### config.mk
export PLATFORM = sky130hd
export DESIGN_NAME = basket_controller
export DESIGN_NICKNAME = d
export VERILOG_FILES = /design/src/rtl/basket_pkg.sv /design/src/rtl/basket_price_rom.sv /design/src/rtl/basket_controller.sv
export SDC_FILE = /design/constraint.sdc
export NUM_CORES = 1
export LEC_CHECK = 0
export BUFFER_PORTS_ARGS = -buffer_cell sky130_fd_sc_hd__buf_4
export CAP_MARGIN = 20
export CORE_MARGIN = 3
export CORE_UTILIZATION = 40
export DETAILED_ROUTE_END_ITERATION = 8
export GPL_ROUTABILITY_DRIVEN = 0
export PLACE_DENSITY = 0.61
export SLEW_MARGIN = 20
export SYNTH_ARGS = -nofsm -noshare
export SYNTH_HDL_FRONTEND = slang
export SYNTH_SLANG_ARGS = --single-unit
### constraint.sdc
create_clock -name CLOCK_50 -period 16 [get_ports CLOCK_50]
set_input_delay 4 -clock CLOCK_50 [delete_from_list [all_inputs] [get_ports CLOCK_50]]
set_output_delay 4 -clock CLOCK_50 [all_outputs]
set_load 0.005 [all_outputs]
### src/rtl/basket_pkg.sv
// Shared constants, FSM state type and unit-price lookup for the basket controller.
package basket_pkg;

    localparam int NUM_PRODUCTS = 12;
    localparam int MAX_QTY      = 99;
    localparam int PRICE_W      = 20;
    localparam int ID_W         = 4;
    localparam int QTY_IN_W     = 4;
    localparam int QTY_W        = 7;
    localparam int UNIT_PRICE_W = 12;
    localparam int COUNT_W      = 11;

    typedef enum logic [1:0] {
        IDLE  = 2'd0,
        FETCH = 2'd1,
        APPLY = 2'd2,
        CLR   = 2'd3
    } state_t;

    typedef logic [UNIT_PRICE_W-1:0] price_t;

    // Unit prices in cents; unknown IDs cost nothing so a stray read is harmless.
    function automatic price_t unit_price(input logic [ID_W-1:0] id);
        price_t p;
        case (id)
            4'd0:    p = 12'd150;
            4'd1:    p = 12'd275;
            4'd2:    p = 12'd99;
            4'd3:    p = 12'd1200;
            4'd4:    p = 12'd450;
            4'd5:    p = 12'd325;
            4'd6:    p = 12'd80;
            4'd7:    p = 12'd2500;
            4'd8:    p = 12'd600;
            4'd9:    p = 12'd199;
            4'd10:   p = 12'd350;
            4'd11:   p = 12'd1000;
            default: p = 12'd0;
        endcase
        return p;
    endfunction

endpackage

### src/rtl/basket_price_rom.sv
// Unit-price ROM with a registered output: price appears one cycle after addr.
module basket_price_rom
    import basket_pkg::*;
(
    input  logic            clk,
    input  logic            rst,
    input  logic [ID_W-1:0] addr,
    output price_t          price
);

    price_t price_reg;

    always_ff @(posedge clk or posedge rst) begin
        if (rst) begin
            price_reg <= '0;
        end else begin
            price_reg <= unit_price(addr);
        end
    end

    assign price = price_reg;

endmodule

### src/rtl/basket_controller.sv
// Per-product quantity table with running item count and total price.
// Updates go IDLE -> FETCH -> APPLY; a clear sweeps the table one entry per cycle.
module basket_controller
    import basket_pkg::*;
(
    input  logic                CLOCK_50,
    input  logic                RESET,
    input  logic                ENABLE,
    input  logic                REMOVE,
    input  logic                CLEAR,
    input  logic [ID_W-1:0]     ProductID_in,
    input  logic [QTY_IN_W-1:0] ProductQuantity,
    input  logic [ID_W-1:0]     RdProductID,
    output logic [QTY_W-1:0]    RdQuantity,
    output logic                BUSY,
    output logic                DONE,
    output logic                CLAMPED,
    output logic                ERROR,
    output logic [COUNT_W-1:0]  ItemCount,
    output logic [PRICE_W-1:0]  TotalPrice,
    output logic                BasketEmpty
);

    state_t state_reg, state_next;

    logic [ID_W-1:0]     id_reg;
    logic [QTY_IN_W-1:0] qty_reg;
    logic                remove_reg;
    logic [ID_W-1:0]     clr_idx_reg;
    logic [QTY_W-1:0]    cur_reg;
    logic [COUNT_W-1:0]  item_count_reg;
    logic [PRICE_W-1:0]  total_price_reg;
    logic                done_reg;
    logic                clamped_reg;
    logic                error_reg;

    logic [NUM_PRODUCTS-1:0][QTY_W-1:0] qty_table;

    price_t              unit_price_q;
    logic                req_take;
    logic                req_invalid;
    logic                req_accept;
    logic                busy;
    logic                commit;
    logic                clr_wr;
    logic                clr_last;
    logic [QTY_W-1:0]    qty_ext;
    logic [QTY_W-1:0]    headroom;
    logic [QTY_W-1:0]    applied;
    logic [QTY_W-1:0]    entry_next;
    logic [PRICE_W-1:0]  price_delta;

    basket_price_rom u_price_rom (
        .clk   (CLOCK_50),
        .rst   (RESET),
        .addr  (id_reg),
        .price (unit_price_q)
    );

    // CLEAR wins over a simultaneous ENABLE, which is then dropped entirely.
    assign req_take    = (state_reg == IDLE) && ENABLE && !CLEAR;
    assign req_invalid = (ProductID_in >= ID_W'(NUM_PRODUCTS)) || (ProductQuantity == '0);
    assign req_accept  = req_take && !req_invalid;

    always_ff @(posedge CLOCK_50 or posedge RESET) begin
        if (RESET) begin
            state_reg <= IDLE;
        end else begin
            state_reg <= state_next;
        end
    end

    always_comb begin
        state_next = state_reg;
        case (state_reg)
            IDLE: begin
                if (CLEAR) begin
                    state_next = CLR;
                end else if (req_accept) begin
                    state_next = FETCH;
                end
            end
            FETCH:   state_next = APPLY;
            APPLY:   state_next = IDLE;
            CLR:     state_next = clr_last ? IDLE : CLR;
            default: state_next = IDLE;
        endcase
    end

    always_comb begin
        busy     = (state_reg != IDLE);
        commit   = (state_reg == APPLY);
        clr_wr   = (state_reg == CLR);
        clr_last = (state_reg == CLR) && (clr_idx_reg == ID_W'(NUM_PRODUCTS - 1));
    end

    // applied never exceeds cur on removal, so entry and totals cannot underflow.
    always_comb begin
        qty_ext  = QTY_W'(qty_reg);
        headroom = QTY_W'(MAX_QTY) - cur_reg;
        if (remove_reg) begin
            applied    = (qty_ext < cur_reg) ? qty_ext : cur_reg;
            entry_next = cur_reg - applied;
        end else begin
            applied    = (qty_ext < headroom) ? qty_ext : headroom;
            entry_next = cur_reg + applied;
        end
        price_delta = PRICE_W'(applied) * PRICE_W'(unit_price_q);
    end

    genvar gi;
    generate
        for (gi = 0; gi < NUM_PRODUCTS; gi++) begin : g_entry
            logic [QTY_W-1:0] entry_reg;

            always_ff @(posedge CLOCK_50 or posedge RESET) begin
                if (RESET) begin
                    entry_reg <= '0;
                end else if (clr_wr && (clr_idx_reg == ID_W'(gi))) begin
                    entry_reg <= '0;
                end else if (commit && (id_reg == ID_W'(gi))) begin
                    entry_reg <= entry_next;
                end
            end

            assign qty_table[gi] = entry_reg;
        end
    endgenerate

    always_ff @(posedge CLOCK_50 or posedge RESET) begin
        if (RESET) begin
            id_reg          <= '0;
            qty_reg         <= '0;
            remove_reg      <= 1'b0;
            clr_idx_reg     <= '0;
            cur_reg         <= '0;
            item_count_reg  <= '0;
            total_price_reg <= '0;
            done_reg        <= 1'b0;
            clamped_reg     <= 1'b0;
            error_reg       <= 1'b0;
        end else begin
            if (req_take) begin
                id_reg     <= ProductID_in;
                qty_reg    <= ProductQuantity;
                remove_reg <= REMOVE;
            end
            if (state_reg == FETCH) begin
                cur_reg <= qty_table[id_reg];
            end
            if (state_reg == IDLE) begin
                clr_idx_reg <= '0;
            end else if (clr_wr) begin
                clr_idx_reg <= clr_idx_reg + 1'b1;
            end
            if (commit) begin
                if (remove_reg) begin
                    item_count_reg  <= item_count_reg - COUNT_W'(applied);
                    total_price_reg <= total_price_reg - price_delta;
                end else begin
                    item_count_reg  <= item_count_reg + COUNT_W'(applied);
                    total_price_reg <= total_price_reg + price_delta;
                end
            end else if (clr_last) begin
                item_count_reg  <= '0;
                total_price_reg <= '0;
            end
            done_reg    <= commit || clr_last;
            clamped_reg <= commit && (applied != qty_ext);
            error_reg   <= req_take && req_invalid;
        end
    end

    assign RdQuantity  = (RdProductID < ID_W'(NUM_PRODUCTS)) ? qty_table[RdProductID] : '0;
    assign BUSY        = busy;
    assign DONE        = done_reg;
    assign CLAMPED     = clamped_reg;
    assign ERROR       = error_reg;
    assign ItemCount   = item_count_reg;
    assign TotalPrice  = total_price_reg;
    assign BasketEmpty = (item_count_reg == '0);

endmodule

==> flow_summary.json <==
{
  "outcome": "completed",
  "hold_end": "g_entry[4].entry_reg[0]",
  "fmax_mhz": 106,
  "crit_slowest_cell": "mux4_2",
  "slowest_delay_ps": 550,
  "use_met3_pct": 2.27,
  "overflow": 0,
  "ant_nets": 0,
  "synth_common_cells": "nand2_1, dfrtp_1, inv_1",
  "crit_top_cell": "buf_4",
  "worstHoldPathCells": 2,
  "seq_area_frac_synth_pct": 29.9,
  "fin_crit_ps": 9400,
  "met2_usage_pct": 31.3,
  "synth_cell_types": 84,
  "hold_viol_final": 0,
  "start_util_pct": 41.1,
  "routed_via_density": 5.53,
  "crit_type": "in -> out",
  "rows": 64,
  "path_max_fanout": 21,
  "end_kind": "output pin",
  "ctsHoldBuffers": 0,
  "numCtsBuffers": 17,
  "reg2regPathDepth": 36,
  "drt_iter0_markers": 629,
  "rsz0062_at_grt": "no",
  "r2r_slack_ps": 6850,
  "fin_nets": 1576,
  "path_cells": "buf_4 -> mux4_2 -> mux2i_1 -> o21ai_0 -> buf_4",
  "synth_area_mm2": 0.0127,
  "antenna_found_initial": 0,
  "largest_register_ffs": 84,
  "post_cts_resized": 0,
  "worstHoldStart": "g_entry[4].entry_reg[0]",
  "place_area_mm2": 0.0136,
  "arrival_ps": 5400,
  "htreeDepth": 4,
  "cp_data_required_time_ps": 12000,
  "area_growth_pct": 12.1,
  "drv_slew": 0,
  "cts_setup_buffers": 0,
  "cts.sinks": 152,
  "worstSetupStartpointType": "input pin",
  "final.setup.tns_ps": 0,
  "worstSkewPairLatency_ps": 440,
  "finalCritPeriodShare_pct": 58.7,
  "setup_violations": 0,
  "finClkSkew_ps": 16.5,
  "fin_util_pct": 46.1,
  "synth_largest_area_cell": "dfrtp_1",
  "post_drt_wl_per_cell_um": 17.4,
  "r2r_end": "TotalPrice[19]",
  "top_usage_layer": "met2",
  "synthTopCellsByArea": "dfrtp_1, ha_1, fa_1",
  "drv_cap": 0,
  "syn_inst": 1352,
  "yosysMostFrequentCell": "nand2_1",
  "drc": 0,
  "synthArstFlopShare_pct": 100,
  "die_h_um": 184,
  "grt_util_all_layers_pct": 19.4,
  "dp_hpwl_um": 24200,
  "boundaryPins": 60,
  "io_buffers": 59,
  "timing.rr.start": "cur_reg[2]",
  "drt-pass1-iter-count": 5,
  "synth-seq-cells": 152,
  "worstMarginPinSlew_ps": 930,
  "antenna_cells": 0,
  "floorplan.die.width_um": 184,
  "hold_class": "reg -> reg",
  "syn_area_per_cell_um2": 9.39,
  "design.core.area_mm2": 0.0309,
  "slew_headroom_pct": 38.0,
  "die-area_mm2": 0.0339,
  "fin_area_mm2": 0.0142,
  "cts_buffer_depth": 2,
  "grt_pass1_vias": 9911,
  "tritoncts": "built",
  "cts-root-buf": "clkbuf_16",
  "synthFlopType": "dfrtp_1",
  "use_met1_pct": 27.5,
  "synth_edf_count": 0,
  "grt_pass1_wl_um": 53000,
  "grt_start_max_net_pins": 103,
  "clk_pin_slew_worst_paths_ps": 70,
  "wl_um": 31700,
  "vias": 10076,
  "ys_warn_count": 0,
  "layout-drive-gt1-share_pct": 13.1,
  "yosysTopAreaCellShare_pct": 29.9
}
worst max-delay path by stage:
| stage | from | to | slack, ps |
|---|---|---|---|
| floorplan | RdProductID[0] | RdQuantity[2] | 6610 |
| finish | RdProductID[3] | RdQuantity[1] | 6600 |
| detailed placement | RdProductID[3] | RdQuantity[1] | 6640 |
| global placement | RdProductID[3] | RdQuantity[4] | 6670 |
| CTS | RdProductID[3] | RdQuantity[1] | 6620 |
| global route | cur_reg[2] | TotalPrice[19] | 6090 |
metal layers:
layer	vias up	routed length (um)
met4	0	583
met5	-	0
met3	25	1330
met1	4941	15000
li1	4855	-
met2	255	14800
kinds of logic (layout without fill, tap and decap cells):
family	after synthesis	after routing	synth area share [%]
AND/OR/NAND/NOR	407	407	15.7
AO/OA/AOI/OAI	334	334	17.0
XOR/XNOR	56	56	3.97
buffers and inverters	177	217	5.42
adder cells (fa/ha/maj)	146	146	17.5
other	2	36	0.0591
flip-flops	152	152	29.9
multiplexers	78	78	10.5
cell type report:
cell class              instances  area (um2)
fillers                      2955       16700
repair buffers                 73         548
clock buffers                  21         470
clock inverters                11         134
flip-flops and latches        152        3800
well taps                     396         495
multi-input cells            1057        8360
inverters                     112         425
cells in the final DEF (no fill, tap or decap), types with 4 or more instances in the layout:
| cell | count |
|---|---|
| a211o_1 | 4 |
| a211oi_1 | 14 |
| a21boi_1 | 4 |
| a21o_1 | 23 |
| a21oi_1 | 105 |
| a221oi_1 | 4 |
| a22o_1 | 31 |
| a31oi_1 | 8 |
| and2_1 | 24 |
| and3_1 | 17 |
| buf_4 | 73 |
| clkbuf_16 | 17 |
| conb_1 | 36 |
| dfrtp_1 | 152 |
| fa_1 | 52 |
| ha_1 | 94 |
| inv_1 | 111 |
| inv_6 | 5 |
| mux2_2 | 15 |
| mux2i_1 | 20 |
| mux4_2 | 42 |
| nand2_1 | 161 |
| nand2b_1 | 22 |
| nand3_1 | 22 |
| nand3b_1 | 15 |
| nor2_1 | 69 |
| nor2b_1 | 19 |
| nor3_1 | 21 |
| nor4_1 | 8 |
| o211ai_1 | 4 |
| o21a_1 | 8 |
| o21ai_0 | 75 |
| o22ai_1 | 10 |
| o31ai_1 | 6 |
| or3_1 | 4 |
| xnor2_1 | 31 |
| xor2_1 | 21 |
critical path, delay by kind of cell:
family	cells	cell delay (ps)
AOI/OAI and AO/OA	1	170
buffers and inverters	2	450
muxes	2	750
metrics by stage:
stage               instances  setup slack [ps]  hold WS, ps
floorplan                1386              6610          461
global placement         1790              6670          489
detailed placement       1790              6640          498
CTS                      1822              6620          513
global route             1822              6090          540
finish                   1822              6600          507
Power is not shown: default switching activity piles up to over one toggle a cycle in this logic, so the estimate is an artifact.
